==> src/rtl/irq_pending_latch.sv <==
// Synchronises eight request lines and latches rising edges as a pending vector; ack/clr_all clear it.
// Build option IRQ_EDGE_CAPTURE_EN: defined = edge capture + overflow; undefined = level mirror of the synchronised lines.
module irq_pending_latch #(
  parameter int SYNC_STAGES = 2
) (
  input  logic       clk,
  input  logic       rst_n,
  input  logic [7:0] irq_in,
  input  logic [7:0] mask,
  input  logic       ack,
  input  logic [2:0] ack_pos,
  input  logic       clr_all,
  output logic [7:0] pending,
  output logic       any_pending,
  output logic [7:0] overflow
);

  logic [SYNC_STAGES-1:0][7:0] r_sync;
  logic [7:0]                  w_sync;
  logic [7:0]                  r_pend;

  always_ff @(posedge clk or negedge rst_n) begin
    if (!rst_n) begin
      r_sync <= '0;
    end else begin
      r_sync[0] <= irq_in;
      for (int s = 1; s < SYNC_STAGES; s++) begin
        r_sync[s] <= r_sync[s-1];
      end
    end
  end

  assign w_sync = r_sync[SYNC_STAGES-1];

`ifdef IRQ_EDGE_CAPTURE_EN
  logic [7:0] r_sync_d;
  logic [7:0] r_overflow;
  logic [7:0] w_rise;
  logic [7:0] w_ack_dec;

  assign w_rise    = w_sync & ~r_sync_d;
  assign w_ack_dec = ack ? (8'd1 << ack_pos) : 8'd0;

  // A rise beats a same-cycle ack of that bit; an acked bit never flags overflow.
  always_ff @(posedge clk or negedge rst_n) begin
    if (!rst_n) begin
      r_sync_d   <= 8'h00;
      r_pend     <= 8'h00;
      r_overflow <= 8'h00;
    end else begin
      r_sync_d <= w_sync;
      if (clr_all) begin
        r_pend     <= 8'h00;
        r_overflow <= 8'h00;
      end else begin
        r_pend     <= w_rise | (r_pend & ~w_ack_dec);
        r_overflow <= r_overflow | (w_rise & r_pend & ~w_ack_dec);
      end
    end
  end

  assign overflow = r_overflow;
`else
  logic w_unused_ack;

  assign w_unused_ack = ^{ack, ack_pos};

  always_ff @(posedge clk or negedge rst_n) begin
    if (!rst_n) begin
      r_pend <= 8'h00;
    end else begin
      r_pend <= clr_all ? 8'h00 : w_sync;
    end
  end

  assign overflow = 8'h00;
`endif

  assign pending     = r_pend & mask;
  assign any_pending = |pending;

endmodule

==> config.mk <==
export PLATFORM = sky130hd
export DESIGN_NAME = irq_pending_latch
export DESIGN_NICKNAME = d
export VERILOG_FILES = /design/src/rtl/irq_pending_latch.sv
export SDC_FILE = /design/constraint.sdc
export NUM_CORES = 1
export LEC_CHECK = 0
export ABC_AREA = 1
export CAP_MARGIN = 20
export CORE_MARGIN = 10
export CORE_UTILIZATION = 35
export CTS_BUF_LIST = sky130_fd_sc_hd__clkbuf_16
export DETAILED_ROUTE_END_ITERATION = 7
export PLACE_DENSITY = 0.74
export SKIP_CTS_REPAIR_TIMING = 1
export SLEW_MARGIN = 20
export SYNTH_ARGS = -nofsm -noshare
export SYNTH_HDL_FRONTEND = slang
export SYNTH_SLANG_ARGS = --single-unit
==> constraint.sdc <==
create_clock -name clk -period 0.8 [get_ports clk]
set_input_delay 0.2 -clock clk [delete_from_list [all_inputs] [get_ports clk]]
set_output_delay 0.2 -clock clk [all_outputs]
set_load 0.05 [all_outputs]
==> load_flow_metrics.sql, run 1 <==
INSERT INTO impl_metrics (metric_group, metric, value, unit) VALUES
('clocking', 'htreeDepth', '1', ''),
('clocking', 'clock_tree.buffer_depth', '2', ''),
('clocking', 'clkSinkCount', '24', ''),
('route', 'drc', '0', ''),
('setup_path', 'reg2reg_from', 'w_sync[0]$_DFF_PN0_', ''),
('synth', 'synth_adder_area_share', '0', ''),
('synth', 'yosysWarnings', '0', ''),
('die', 'effective_utilization_at_floorplan', '0.3681', ''),
('setup_path', 'cp-startpoint', 'r_pend[3]$_DFF_PN0_', ''),
('synth', 'synth-seq-area-share', '0.7306', ''),
('clocking', 'clkSlewWorstSetupHoldPaths', '0.06', 'ns'),
('hold_path', 'hp-class', 'input port to asynchronous set/reset pin', ''),
('synth', 'synth_area', '822.0', 'um2'),
('sta', 'number_of_setup_violations_in_the_final_report', '9', ''),
('power', 'p_leak', '0.7653', 'nW'),
('setup_path', 'critPathCaptureType', 'primary output', ''),
('synth', 'synth_cell_types', '7', ''),
('setup_path', 'critical_path.startpoint_type', 'flop', ''),
('route', 'top_metal_used', 'met3', ''),
('sta', 'achievable-frequency', '760.3', 'MHz'),
('cells_and_area', 'final_cell_mix', 'sky130_fd_sc_hd__dfrtp_1 (24), sky130_fd_sc_hd__nand2_2 (10), sky130_fd_sc_hd__clkdlybuf4s50_1 (10), sky130_fd_sc_hd__buf_12 (10), sky130_fd_sc_hd__inv_1 (9)', ''),
('cells_and_area', 'drive_above_1_share', '0.3396', ''),
('route', 'm1WireLength', '648', 'um'),
('grt', 'global_route.overflow_total', '0', ''),
('placed_design', 'dp_slack', '-0.5455', 'ns'),
('route', 'drtAntennaViolNets', '0', ''),
('synth', 'post_synth_xor_area_fraction', '0', ''),
('sta', 'rsz0062_at_grt', 'yes', ''),
('grt', 'first_global_vias', '524', ''),
('route', 'avgViaCountPerCell', '3.769', ''),
('sta', 'final.hold.worst_slack', '0.2902', 'ns'),
('synth', 'post_synth_inst_count', '73', ''),
('grt', 'antenna_violations_before_repair', '0', ''),
('power', 'irDropWorstVdd', '1333', 'uV'),
('synth', 'synth_simple_gate_area_frac', '0.1050', ''),
('sta', 'timing.final.max_slew_violations', '0', ''),
('grt', 'maximum_number_of_pins_on_one_net_before_global_route_repair', '25', ''),
('cells_and_area', 'final_core_util', '0.6118', ''),
('placed_design', 'half_perimeter_wire_length_after_detailed_placement', '1.184', 'mm'),
('die', 'placementRows', '17', ''),
('route', 'met2RoutedLength', '666', 'um'),
('clocking', 'worstSkewPairLatency', '0.25', 'ns'),
('clocking', 'cts_inserted_buffers', '3', ''),
('placed_design', 'gp_routability_congestion', '0.7333', ''),
('synth', 'number_of_storage_elements_in_the_synthesis_netlist', '24', ''),
('die', 'floorplan.die_area', '4687', 'um2'),
('route', 'detail_route.wl_per_cell', '12.05', 'um'),
('sta', 'final.setup_skew', '0.0004024', 'ns'),
('status', 'failed_checks', 'setup timing', ''),
('die', 'dieHeight', '68.47', 'um'),
('sta', 'setup_slack', '-0.5153', 'ns'),
('placed_design', 'placed_cells', '128', ''),
('status', 'outcome', 'finished with violations', ''),
('synth', 'synth_top_family_by_area', 'buffers and inverters', ''),
('setup_path', 'crit_type', 'flop to primary output', ''),
('die', 'floorplan.core_area', '2233', 'um2'),
('setup_path', 'critical_path_peak_fanout', '2', ''),
('run', 'cap_violations', '0', ''),
('placed_design', 'port_buffers', '27', ''),
('setup_path', 'required', '0.60', 'ns'),
('setup_path', 'worst_ep_arrival_time', '1.12', 'ns'),
('sta', 'layout_worst_path_cycle_share', '1.644', ''),
('sta', 'hold_viol', '0', ''),
('cells_and_area', 'diodes', '0', ''),
('cells_and_area', 'flow.area_growth_from_synthesis', '66.21', '%'),
('route', 'drtPass1Iterations', '4', ''),
('synth', 'syn-mean-instance-area', '11.26', 'um2'),
('sta', 'tns_setup', '-3.148', 'ns'),
('route', 'wirelength', '1.615', 'mm'),
('die', 'die_width', '68.47', 'um'),
('die', 'floorplan.io_pins', '40', '');
==> sequential cells by signal (all words and copies together), names as in the netlist <==
register  flops
r_pend        8
r_sync        8
w_sync        8
==> final cells by class <==
class,count,area [um2]
Clock buffer,3,75.07
Fill cell,177,867.1
Multi-Input combinational cell,31,146.4
Tap cell,28,35.03
Inverter,16,67.56
Sequential cell,24,600.6
Timing Repair Buffer,32,441.7
==> worst max-delay path: stages, from the launching register on <==
cell and delay (ns):
sky130_fd_sc_hd__dfrtp_1 0.37, sky130_fd_sc_hd__nand2_2 0.08, sky130_fd_sc_hd__nand2_2 0.06, sky130_fd_sc_hd__nor2_2 0.12, sky130_fd_sc_hd__nand2_2 0.08, sky130_fd_sc_hd__buf_12 0.15
==> synthesized netlist by cell type (all sizes together) <==
cell   instances  area [um2]
nor2          10       37.54
buf            9       71.32
inv           16       60.06
dfrtp         24       600.6
conb           1       3.750
nand2         13       48.80
==> metrics by stage <==
step           power (mW)  area, um2
2_1_floorplan       1.553      850.8
3_3_place_gp        1.746       1202
3_5_place_dp        1.758       1202
4_1_cts             2.764       1277
5_1_grt             2.887       1366
6_report            2.784       1366
==> worst paths after layout <==
kind / end / slack [ns] / cells past startpoint
worst max-delay path: any_pending / -0.52 / 5
worst min-delay path: r_sync[3]$_DFF_PN0_ / 0.29 / 2
worst max register to register: r_pend[0]$_DFF_PN0_ / 0.22 / 2
worst min register to register: w_sync[2]$_DFF_PN0_ / 0.35 / 0
max in group asynchronous: r_pend[4]$_DFF_PN0_ / 0.37 / 2
min in group clk: r_pend[4]$_DFF_PN0_ / 0.29 / 2
==> routing by layer <==
layer | vias up | GRT usage
met5 | - | 0
met4 | 0 | 0.02261
met3 | 0 | 0.04241
met2 | 36 | 0.09332
met1 | 217 | 0.07603
li1 | 252 | -
==> kinds of logic after synthesis <==
kind of cell           after synthesis
buffers and inverters               25
DFF                                 24
other                                1
and+or+nand+nor                     23
==> report_power, final <==
part / leakage [nW] / total (mW) / switching, mW / internal (mW)
clock: 0.0370 / 1.01 / 0.356 / 0.659
sequential: 0.290 / 1.30 / 0.0194 / 1.28
combinational: 0.439 / 0.475 / 0.271 / 0.203
No activity file was read; power rests on OpenSTA's default activity.
==> inputs of run 2 (changes only) <==
--- a/config.mk
+++ b/config.mk
@@ -12,7 +12,6 @@
 export CTS_BUF_LIST = sky130_fd_sc_hd__clkbuf_16
 export DETAILED_ROUTE_END_ITERATION = 7
 export PLACE_DENSITY = 0.74
-export SKIP_CTS_REPAIR_TIMING = 1
 export SLEW_MARGIN = 20
 export SYNTH_ARGS = -nofsm -noshare
 export SYNTH_HDL_FRONTEND = slang
==> load_flow_metrics.sql, run 2 (synthesis gave the netlist of run 1 again) <==
INSERT INTO impl_metrics (metric_group, metric, value, unit) VALUES
('status', 'outcome', 'finished with violations', ''),
('status', 'failed_checks', 'setup timing', ''),
('clocking', 'worstSkewPairLatency', '0.25', 'ns'),
('route', 'wirelength', '1.612', 'mm'),
('die', 'floorplan.io_pins', '40', ''),
('setup_path', 'critical_path_peak_fanout', '2', ''),
('sta', 'layout_worst_path_cycle_share', '1.621', ''),
('route', 'detail_route.wl_per_cell', '11.94', 'um'),
('setup_path', 'critPathCaptureType', 'primary output', ''),
('die', 'placementRows', '17', ''),
('route', 'dr.first_iter.drc_count', '16', ''),
('cells_and_area', 'stdcell_area', '1365', 'um2'),
('placed_design', 'placed_cells', '128', ''),
('die', 'dieHeight', '68.47', 'um'),
('cells_and_area', 'flow.area_growth_from_synthesis', '66.06', '%'),
('sta', 'achievable-frequency', '770.9', 'MHz'),
('sta', 'tns_setup', '-3.142', 'ns'),
('placed_design', 'dp_slack', '-0.5455', 'ns'),
('grt', 'first_global_vias', '537', ''),
('route', 'drtPass1Iterations', '2', ''),
('clocking', 'tritoncts', 'done', ''),
('sta', 'setup_slack', '-0.4971', 'ns'),
('grt', 'antenna_violations_before_repair', '0', ''),
('sta', 'hold_viol', '0', ''),
('clocking', 'clkSlewWorstSetupHoldPaths', '0.05', 'ns'),
('power', 'p_leak', '0.7388', 'nW'),
('cells_and_area', 'drive_above_1_share', '0.3645', ''),
('hold_path', 'hp-class', 'input port to flop', ''),
('setup_path', 'crit_type', 'flop to primary output', ''),
('route', 'avgViaCountPerCell', '3.793', ''),
('power', 'power_per_cell_area', '2030', 'nW/um2'),
('power', 'irDropWorstVdd', '1328', 'uV'),
('grt', 'maximum_number_of_pins_on_one_net_before_global_route_repair', '25', ''),
('cells_and_area', 'diodes', '0', ''),
('clocking', 'htreeDepth', '1', ''),
('grt', 'grt_pass1_wl', '2.408', 'mm'),
('sta', 'number_of_setup_violations_in_the_final_report', '9', ''),
('cells_and_area', 'sequential_cell_area', '600.6', 'um2'),
('placed_design', 'placed_area', '1202', 'um2'),
('sta', 'period_minus_slack', '1.297', 'ns'),
('setup_path', 'critical_path.startpoint_type', 'flop', ''),
('run', 'cap_violations', '0', ''),
('clocking', 'post_cts_hold_buffer_count', '0', ''),
('placed_design', 'port_buffers', '27', ''),
('die', 'effective_utilization_at_floorplan', '0.3681', ''),
('clocking', 'clk_root_buffer_cell', 'sky130_fd_sc_hd__clkbuf_16', ''),
('clocking', 'clock_tree.buffer_depth', '2', ''),
('grt', 'grt_use_total', '0.06753', ''),
('placed_design', 'half_perimeter_wire_length_after_detailed_placement', '1.184', 'mm'),
('die', 'floorplan.core_area', '2233', 'um2'),
('route', 'drtAntennaViolNets', '0', ''),
('setup_path', 'required', '0.60', 'ns'),
('cells_and_area', 'final_cell_count_without_fillers', '135', ''),
('cells_and_area', 'nets', '132', ''),
('die', 'floorplan.die_area', '4687', 'um2'),
('setup_path', 'worst_ep_arrival_time', '1.10', 'ns'),
('sta', 'final.setup_skew', '0.0009192', 'ns'),
('sta', 'timing.final.max_slew_violations', '0', ''),
('grt', 'global_route.overflow_total', '0', ''),
('placed_design', 'gp_routability_congestion', '0.7333', ''),
('route', 'drc', '0', ''),
('route', 'detailroute.via_count', '512', ''),
('cells_and_area', 'layout.cells.most_common', 'sky130_fd_sc_hd__dfrtp_1', ''),
('die', 'die_width', '68.47', 'um'),
('cells_and_area', 'final_cell_mix', 'sky130_fd_sc_hd__dfrtp_1 (24), sky130_fd_sc_hd__nand2_2 (11), sky130_fd_sc_hd__buf_12 (10)', ''),
('clocking', 'clkSinkCount', '24', ''),
('power', 'power_after_layout', '2.771', 'mW'),
('cells_and_area', 'area_taken_by_multi_input_logic_gates', '153.9', 'um2'),
('sta', 'rsz0062_at_grt', 'yes', ''),
('clocking', 'cts_inserted_buffers', '3', ''),
('cells_and_area', 'filler_cell_count', '179', ''),
('setup_path', 'register_to_register_setup_slack', '0.22', 'ns');
[run 2: changes by cell type in the layout (fill, tap and decap cells not counted), sizes merged]
cell and change:
buf +1, clkdlybuf4s50 -1, dlygate4sd2 +5, dlymetal6s2s -4
[run 2: path summary, 6_finish.rpt]
check                               startpoint             endpoint  cells after the start
max                        r_pend[0]$_DFF_PN0_          any_pending                      5
min                                    clr_all  r_pend[4]$_DFF_PN0_                      2
max reg2reg                w_sync[0]$_DFF_PN0_  r_pend[0]$_DFF_PN0_                      2
min reg2reg                r_sync[2]$_DFF_PN0_  w_sync[2]$_DFF_PN0_                      0
max in group asynchronous                rst_n  r_pend[2]$_DFF_PN0_                      2
min in group asynchronous                rst_n  r_sync[3]$_DFF_PN0_                      2
[run 2: cell type report]
type	count	area share
inverters	16	0.04950
clock buffers	3	0.05500
multi-input cells	31	0.1127
flip-flops and latches	24	0.4400
repair buffers	33	0.3171
well taps	28	0.02566
[run 2: what timing repair did]
action | 4_1_cts | 5_1_grt
buffers inserted | 4 | 3
pin swaps | 9 | 11
setup endpoints to repair | 9 | 17
gates resized for setup | 12 | 24
[run 2: stage by stage]
stage               utilization  hold WS, ns
floorplan                     -     -0.09559
global placement         0.5384       0.3328
detailed placement       0.5384       0.3347
CTS                      0.5815       0.2952
global route             0.6112       0.3045
finish                   0.6112       0.2910
[run 2: metal layers]
| metal | share of wire | wire length, um | GRT usage | up-vias |
|---|---|---|---|---|
| met5 | 0 | 0 | 0 | - |
| met4 | 0 | 0 | 0.02261 | 0 |
| met3 | 0.19 | 299 | 0.04241 | 0 |
| met2 | 0.41 | 665 | 0.1002 | 36 |
| met1 | 0.40 | 647 | 0.07796 | 221 |
| li1 | - | - | - | 255 |
[run 2: critical path, stage by stage, from the launching register on]
cell and delay [ns]:
sky130_fd_sc_hd__dfrtp_1 0.37, sky130_fd_sc_hd__nand2_2 0.08, sky130_fd_sc_hd__nand2_2 0.06, sky130_fd_sc_hd__nor2_4 0.11, sky130_fd_sc_hd__nand2_2 0.08, sky130_fd_sc_hd__buf_12 0.15
[run 2: power breakdown]
group	switching (mW)	leakage (nW)	total (mW)	internal, mW
Sequential	0.0193	0.290	1.30	1.28
Clock	0.340	0.0370	0.998	0.658
Combinational	0.276	0.412	0.478	0.202
Total	0.635	0.739	2.77	2.14
==> inputs of run 3 (changes only) <==
--- a/config.mk
+++ b/config.mk
@@ -7,10 +7,12 @@
 export LEC_CHECK = 0
 export ABC_AREA = 1
 export CAP_MARGIN = 20
+export CORE_ASPECT_RATIO = 1.75
 export CORE_MARGIN = 10
 export CORE_UTILIZATION = 35
 export CTS_BUF_LIST = sky130_fd_sc_hd__clkbuf_16
 export DETAILED_ROUTE_END_ITERATION = 7
+export HOLD_SLACK_MARGIN = 0.12
 export PLACE_DENSITY = 0.74
 export SLEW_MARGIN = 20
 export SYNTH_ARGS = -nofsm -noshare
==> load_flow_metrics.sql, run 3 (synthesis gave the netlist of run 1 again) <==
INSERT INTO impl_metrics (metric_group, metric, value, unit) VALUES
('grt', 'global_route.overflow_total', '0', ''),
('route', 'detail_route.wl_per_cell', '12.31', 'um'),
('route', 'drc', '0', ''),
('hold_path', 'hp-class', 'input port to asynchronous set/reset pin', ''),
('setup_path', 'critical_path_peak_fanout', '2', ''),
('cells_and_area', 'stdcell_area', '1395', 'um2'),
('clocking', 'post_cts_hold_buffer_count', '0', ''),
('setup_path', 'chain_of_cells_forming_the_critical_path', 'nand2_2 -> nand2_1 -> nor2_2 -> nand2_2 -> buf_12', ''),
('cells_and_area', 'area_taken_by_multi_input_logic_gates', '146.4', 'um2'),
('cells_and_area', 'final_cell_mix', 'sky130_fd_sc_hd__dfrtp_1 (24), sky130_fd_sc_hd__nand2_2 (10), sky130_fd_sc_hd__clkdlybuf4s50_1 (10), sky130_fd_sc_hd__buf_12 (10), sky130_fd_sc_hd__inv_1 (9)', ''),
('grt', 'grt_pass1_wl', '2.787', 'mm'),
('cells_and_area', 'nets', '133', ''),
('power', 'power_per_cell_area', '2265', 'nW/um2'),
('setup_path', 'worst_ep_arrival_time', '1.12', 'ns'),
('clocking', 'clkSinkCount', '24', ''),
('route', 'drtPass1Iterations', '4', ''),
('placed_design', 'port_buffers', '27', ''),
('setup_path', 'required', '0.60', 'ns'),
('placed_design', 'placed_cells', '125', ''),
('status', 'failed_checks', 'setup timing', ''),
('grt', 'grt_use_total', '0.07362', ''),
('clocking', 'htreeDepth', '1', ''),
('setup_path', 'critical_path.startpoint_type', 'flop', ''),
('cells_and_area', 'drive_above_1_share', '0.3578', ''),
('cells_and_area', 'final_cell_count_without_fillers', '134', ''),
('power', 'power_after_layout', '3.160', 'mW'),
('die', 'floorplan.die_area', '4764', 'um2'),
('route', 'drtAntennaViolNets', '0', ''),
('grt', 'first_global_vias', '632', ''),
('placed_design', 'gp_routability_congestion', '0.7012', ''),
('clocking', 'clk_root_buffer_cell', 'sky130_fd_sc_hd__clkbuf_16', ''),
('die', 'dieHeight', '84.11', 'um'),
('setup_path', 'critPathMaxStageDelay', '0.37', 'ns'),
('cells_and_area', 'diodes', '0', ''),
('sta', 'final.setup_skew', '0.004317', 'ns'),
('die', 'die_width', '56.64', 'um'),
('cells_and_area', 'final_core_util', '0.6136', ''),
('power', 'irDropWorstVdd', '1423', 'uV'),
('sta', 'setup_slack', '-0.5223', 'ns'),
('clocking', 'worstSkewPairLatency', '0.26', 'ns'),
('route', 'detailroute.via_count', '562', ''),
('sta', 'period_minus_slack', '1.322', 'ns'),
('route', 'avgViaCountPerCell', '4.194', ''),
('sta', 'rsz0062_at_grt', 'yes', ''),
('sta', 'timing.final.max_slew_violations', '0', ''),
('cells_and_area', 'layout.cells.most_common', 'sky130_fd_sc_hd__dfrtp_1', ''),
('grt', 'antenna_violations_before_repair', '0', ''),
('setup_path', 'crit_type', 'flop to primary output', ''),
('setup_path', 'crit_top_cell', 'sky130_fd_sc_hd__nand2_2', ''),
('placed_design', 'placed_area', '1199', 'um2'),
('die', 'floorplan.io_pins', '40', ''),
('cells_and_area', 'flow.area_growth_from_synthesis', '69.71', '%'),
('setup_path', 'critPathCaptureType', 'primary output', ''),
('sta', 'achievable-frequency', '756.3', 'MHz'),
('sta', 'layout_worst_path_cycle_share', '1.653', ''),
('cells_and_area', 'sequential_cell_area', '600.6', 'um2'),
('power', 'p_leak', '0.7503', 'nW'),
('sta', 'number_of_setup_violations_in_the_final_report', '9', ''),
('die', 'floorplan.core_area', '2273', 'um2'),
('clocking', 'clkSlewWorstSetupHoldPaths', '0.06', 'ns'),
('clocking', 'tritoncts', 'done', ''),
('route', 'dr.first_iter.drc_count', '1', ''),
('placed_design', 'half_perimeter_wire_length_after_detailed_placement', '1.206', 'mm'),
('placed_design', 'dp_slack', '-0.5141', 'ns'),
('route', 'wirelength', '1.649', 'mm'),
('run', 'cap_violations', '0', ''),
('cells_and_area', 'filler_cell_count', '179', ''),
('sta', 'hold_viol', '0', ''),
('status', 'outcome', 'finished with violations', ''),
('die', 'placementRows', '23', ''),
('setup_path', 'crit_slowest_cell', 'sky130_fd_sc_hd__dfrtp_1', ''),
('die', 'effective_utilization_at_floorplan', '0.3616', ''),
('grt', 'maximum_number_of_pins_on_one_net_before_global_route_repair', '25', ''),
('clocking', 'clock_tree.buffer_depth', '2', ''),
('clocking', 'cts_inserted_buffers', '3', '');
## run 3: final cells by class
class | instances | share of cell area
Clock inverter | 1 | 0.02152
Clock buffer | 3 | 0.05381
Sequential cell | 24 | 0.4305
Timing Repair Buffer | 34 | 0.3166
Multi-Input combinational cell | 31 | 0.1049
Inverter | 16 | 0.05022
Tap cell | 25 | 0.02242
## run 3: per-stage QoR
step                TNS (ns)  hold WS [ns]
floorplan            -0.6643      -0.09559
global placement      -5.121        0.3312
detailed placement    -5.413        0.3356
CTS                   -3.487        0.2885
global route          -3.792        0.2826
finish                -3.372        0.2814
## run 3: timing repair
item,4_1_cts,5_1_grt
endpoints found under the hold margin,0,0
resized for setup,16,19
endpoints found under the setup margin,9,13
pin swaps,9,9
buffers inserted,4,3
## run 3: report_power, final
group	internal [mW]	leakage [nW]	switching, mW
Clock	0.994	0.0511	0.394
Sequential	1.28	0.290	0.0184
Combinational	0.205	0.410	0.273
## run 3: path summary, 6_finish.rpt
| kind | startpoint | to | slack [ns] | cells past startpoint |
|---|---|---|---|---|
| min reg2reg | r_sync[1]$_DFF_PN0_ | w_sync[1]$_DFF_PN0_ | 0.35 | 0 |
| max in group asynchronous | rst_n | r_pend[0]$_DFF_PN0_ | 0.38 | 2 |
| min | rst_n | r_sync[2]$_DFF_PN0_ | 0.28 | 2 |
| min in group clk | clr_all | r_pend[7]$_DFF_PN0_ | 0.28 | 2 |
| max | r_pend[3]$_DFF_PN0_ | any_pending | -0.52 | 5 |
| max reg2reg | w_sync[5]$_DFF_PN0_ | r_pend[5]$_DFF_PN0_ | 0.22 | 2 |
## run 3: per-layer routing
layer	track usage	up-vias	routed length, um
met2	0.1142	39	800
met5	0	-	0
met4	0.04615	0	38
li1	-	259	-
met1	0.06738	261	534
met3	0.05183	3	276
## run 3: critical path, delay by kind of cell (launching register included)
| family | cells | cell delay, ns |
|---|---|---|
| buffers and inverters | 1 | 0.15 |
| and+or+nand+nor | 4 | 0.34 |
| DFF | 1 | 0.37 |
==> RTL change 1 (flow settings as in run 2) <==
`SYNC_STAGES`: 2 -> 1.
--- a/src/rtl/irq_pending_latch.sv
+++ b/src/rtl/irq_pending_latch.sv
@@ -3,3 +3,3 @@
 module irq_pending_latch #(
-  parameter int SYNC_STAGES = 2
+  parameter int SYNC_STAGES = 1
 ) (
Formal check against the unedited RTL: not equivalent (Yosys sat finds a counterexample within 4 cycles, from zero or initial values and one cycle with rst_n low).
==> RTL change 1 against run 2 <==
The flow still finishes with violations (negative setup slack). First-iteration DRC count decreased by 94%. Synthesized area decreased by 24%. Sequential cell count fell by 8. Design area is 17% lower. Highest routed layer is now met4. Critical path type unchanged. Clock power shrank 6.0%. Global-route usage up 0.23 points. Register-to-register slack improved by 0.02 ns. Power shrank 19%. Setup slack improved by 0.015 ns. Routed wire length shrank 23%.
==> RTL change 1: results (changes against run 2) <==
Status
  – Status: complete, but fails checks
  – Failing checks: negative setup slack

Route
  – Metal-1 WL: 412 um (-36%)
  – Routed wire length: 1250 um (-23%)
  – DR vias: 480 (-6.3%)
  – Max layer used: met4
  – WL met3: 166 um (-44%)
  – Routed met2 length: 629 um (-5.4%)
  – Initial DRC count: 1 (-15)

Place
  – DP HPWL: 1060 um (-10%)
  – Placed cells: 120 (-6.3%)
  – Dpl cell area: 0.00102 mm^2 (-15%)
  – Gp weighted congestion: 0.656 (-10%)

Critical path
  – Reg2Reg Launch Point: r_sync[6]
  – R2R Setup Slk: 0.24 ns (+0.02 ns)
  – Worst path arrival time: 1.08 ns (-0.02 ns)
  – Worst R2R End: r_pend[6]

Layout
  – Non-filler instance count after layout: 127 (-5.9%)
  – Share of layout cells above drive strength 1: 33.3% (-3.1 points)

Yosys
  – Top cells by area, synth: dfrtp_1 64%, buf_4 9.7%, inv_1 9.7%
  – Seq/Total Area, Yosys: 64.4% (-8.7 points)

Clocking
  – Post_cts resized: 18 (+6)

Global routing
  – Vias in the first global route: 504 (-6.1%)
  – First-pass GRT wire length: 2120 um (-12%)
  – Pin count of the biggest net entering global routing: 17 (-32%)
  – All-Layer GR Usage: 6.99% (+0.23 points)

STA
  – Hold slack: 0.283 ns (-0.00768 ns)
  – Setup slack after layout: -0.482 ns (+0.0148 ns)
  – Fin Setup TNS: -3.17 ns (-0.0320 ns)
  – Skew final: 0.000635 ns (-0.000284 ns)
  – Finish-stage setup viols: 9 (unchanged)

Power
  – VDD IR max: 1.31 mV (-1.6%)
  – Lkg Pwr: 0.626 nW (-15%)
## RTL change 1: changes by cell type after synthesis
cell / run 2 / this run
dfrtp_1: 24 / 16
## RTL change 1: per-layer routing
layer | global-route usage [%] | vias to the layer above
li1 | - | 234
met1 | 5.94 | 213
met2 | 11.0 | 29
met3 | 5.20 | 4
met4 | 5.14 | 0
met5 | 0 | -
## RTL change 1: how the worst min path moves through the flow
stage,start,cells after the start,to
2_1_floorplan,rst_n,0,r_pend[0]
3_3_place_gp,r_sync[5],2,r_pend[5]
3_5_place_dp,r_sync[2],2,r_pend[2]
4_1_cts,rst_n,2,r_sync[3]
5_1_grt,rst_n,2,r_sync[4]
6_report,rst_n,2,r_sync[3]
## RTL change 1: metrics by stage
step	power, W	worst slack [ns]	utilization, %
4_1_cts	0.00227	-0.490	65.4
3_5_place_dp	0.00132	-0.511	59.8
3_3_place_gp	0.00131	-0.509	59.8
2_1_floorplan	0.00112	-0.153	-
6_report	0.00225	-0.482	66.4
5_1_grt	0.00236	-0.548	66.4
## RTL change 1: where the power goes
| group | total [W] | internal, W | leakage, nW | switching [W] |
|---|---|---|---|---|
| clock | 0.000938 | 0.000660 | 0.0385 | 0.000279 |
| combinational | 0.000449 | 0.000195 | 0.391 | 0.000255 |
| sequential | 0.000864 | 0.000853 | 0.196 | 0.0000114 |
## RTL change 1: final cells by class
cell class	instances	area [um^2]
Clock buffer	3	75.1
Fill cell	137	574
Multi-Input combinational cell	31	131
Inverter	16	62.6
Clock inverter	1	3.75
Sequential cell	16	400
Tap cell	25	31.3
Timing Repair Buffer	35	429
## RTL change 1: cell families after synthesis
group                  after synthesis  share of synthesized area [%]
other                                1                          0.603
buffers and inverters               25                           21.1
and+or+nand+nor                     23                           13.9
DFF                                 16                           64.4
==> RTL change 2 (flow settings as in run 2) <==
Without the edit above. Register the input `irq_in` before use. The logic sees it one clock later. The other inputs are not delayed to match.
--- a/src/rtl/irq_pending_latch.sv
+++ b/src/rtl/irq_pending_latch.sv
@@ -17,2 +17,8 @@
 
+  logic [7:0] irq_q;
+
+  always_ff @(posedge clk) begin
+    irq_q <= irq_in;
+  end
+
   logic [SYNC_STAGES-1:0][7:0] r_sync;
@@ -25,3 +31,3 @@
     end else begin
-      r_sync[0] <= irq_in;
+      r_sync[0] <= irq_q;
       for (int s = 1; s < SYNC_STAGES; s++) begin
Check against the original RTL: not equivalent (Yosys sat finds a counterexample within 4 cycles, from zero or initial values and one cycle with rst_n low).
==> RTL change 2 against run 2 <==
The flow still finishes with violations (negative setup slack). Die area increased by 14%. Clock power increased by 66%. Design area increased by 13%. Routed wire length increased by 2.5%. First-iteration DRC count decreased by 50%. Non-clock buffer count decreased by 1. Via count increased by 18%. Power increased by 38%. Utilization decreased by 4.4 points. Synthesized cell count increased by 11%. Fmax decreased by 3.5%. Sequential cell count increased by 8. Synthesized area increased by 19%. Setup slack got worse by 0.048 ns.
==> RTL change 2: results (changes against run 2) <==
Status
  – Status: complete, but fails checks
  – Failing checks: negative setup slack

Yosys
  – Post-synthesis cell type count: 8 (+1)
  – Async set or reset register ratio after synthesis: 75.0% (-25 points)
  – Top cells by area, synth: dfrtp_1 61%, dfxtp_1 16%, buf_4 6.1%
  – Gate count of the mapped netlist: 81 (+11%)
  – Seq/Total Area, Yosys: 77.5% (+4.4 points)

Route
  – DR vias: 603 (+18%)
  – Initial DRC count: 8 (-8)

Critical path
  – Reg2Reg Launch Point: w_sync[4]
  – Worst path arrival time: 1.14 ns (+0.04 ns)
  – Worst R2R End: r_pend[4]

Place
  – DP HPWL: 1300 um (+9.6%)
  – Placed cells: 139 (+8.6%)

Layout
  – Non-filler instance count after layout: 149 (+10%)
  – Fillcell total: 221 (+23%)

Global routing
  – First-pass GRT wire length: 2590 um (+7.4%)
  – Vias in the first global route: 633 (+18%)
  – All-Layer GR Usage: 6.62% (-0.13 points)

STA
  – Skew final: 0.00569 ns (+0.00477 ns)
  – Finish-stage setup viols: 9 (unchanged)
  – Setup slack after layout: -0.545 ns (-0.0477 ns)

Clocking
  – Num CTS Buffers: 5 (+2)
  – Clk Latency, worst-skew pair: 0.27 ns (+0.02 ns)
  – H-tree lvl count: 2 (+1)

Power
  – VDD IR max: 1.96 mV (+48%)
-- RTL change 2: cell count changes after synthesis, sizes merged --
cell,delta
dfxtp,+8
-- RTL change 2: area by class of cell --
type	count	area, um^2	area share (%)
flip-flops and latches	32	761	49.5
repair buffers	32	403	26.2
multi-input cells	31	141	9.20
clock buffers	5	125	8.14
inverters	16	60.1	3.91
well taps	31	38.8	2.52
clock inverters	2	7.51	0.489
-- RTL change 2: through the flow --
step | hold WS (ns) | setup TNS (ns)
after floorplan | -0.0956 | -0.664
after global placement | 0.317 | -5.00
after detailed placement | 0.321 | -5.43
after CTS | 0.272 | -3.22
after global routing | 0.280 | -3.62
final | 0.274 | -3.25
-- RTL change 2: per-layer routing --
layer	GRT usage, %	vias up	routed length, um
met2	9.92	44	706
met5	0	-	0
met1	5.83	269	642
li1	-	283	-
met4	7.17	0	55
met3	3.81	7	248
-- RTL change 2: worst max-delay path: cells and delay by family (launching register included) --
kind	cells	cell delay [ns]
buffers and inverters	1	0.15
flip-flops	1	0.37
AND/OR/NAND/NOR	4	0.35
-- RTL change 2: where the power goes --
part / internal [W] / switching, W
combinational: 0.000189 / 0.000264
sequential: 0.00170 / 0.0000233
clock: 0.00110 / 0.000555
-- RTL change 2: cells by family (layout without fill, tap and decap cells) --
logic type	count (synthesis)	after routing	synth area share, %
AND/OR/NAND/NOR	23	23	8.79
flip-flops	32	32	77.5
other	1	8	0.382
buffers and inverters	25	55	13.4
-- RTL change 2: repair_timing --
| item | 4_1_cts | 5_1_grt |
|---|---|---|
| hold buffers | 0 | 0 |
| pin swaps | 7 | 6 |
| setup endpoints to repair | 9 | 17 |
| setup buffers | 3 | 1 |
| gates resized for setup | 22 | 4 |
-- RTL change 2: worst max path at each step --
| stage | from | to | slack, ns | depth (start not counted) |
|---|---|---|---|---|
| global route | r_pend[6] | any_pending | -0.60 | 5 |
| detailed placement | mask[6] | any_pending | -0.56 | 6 |
| CTS | r_pend[3] | any_pending | -0.56 | 5 |
| global placement | mask[6] | any_pending | -0.50 | 6 |
| floorplan | r_pend[6] | any_pending | -0.15 | 4 |
| finish | r_pend[6] | any_pending | -0.54 | 5 |
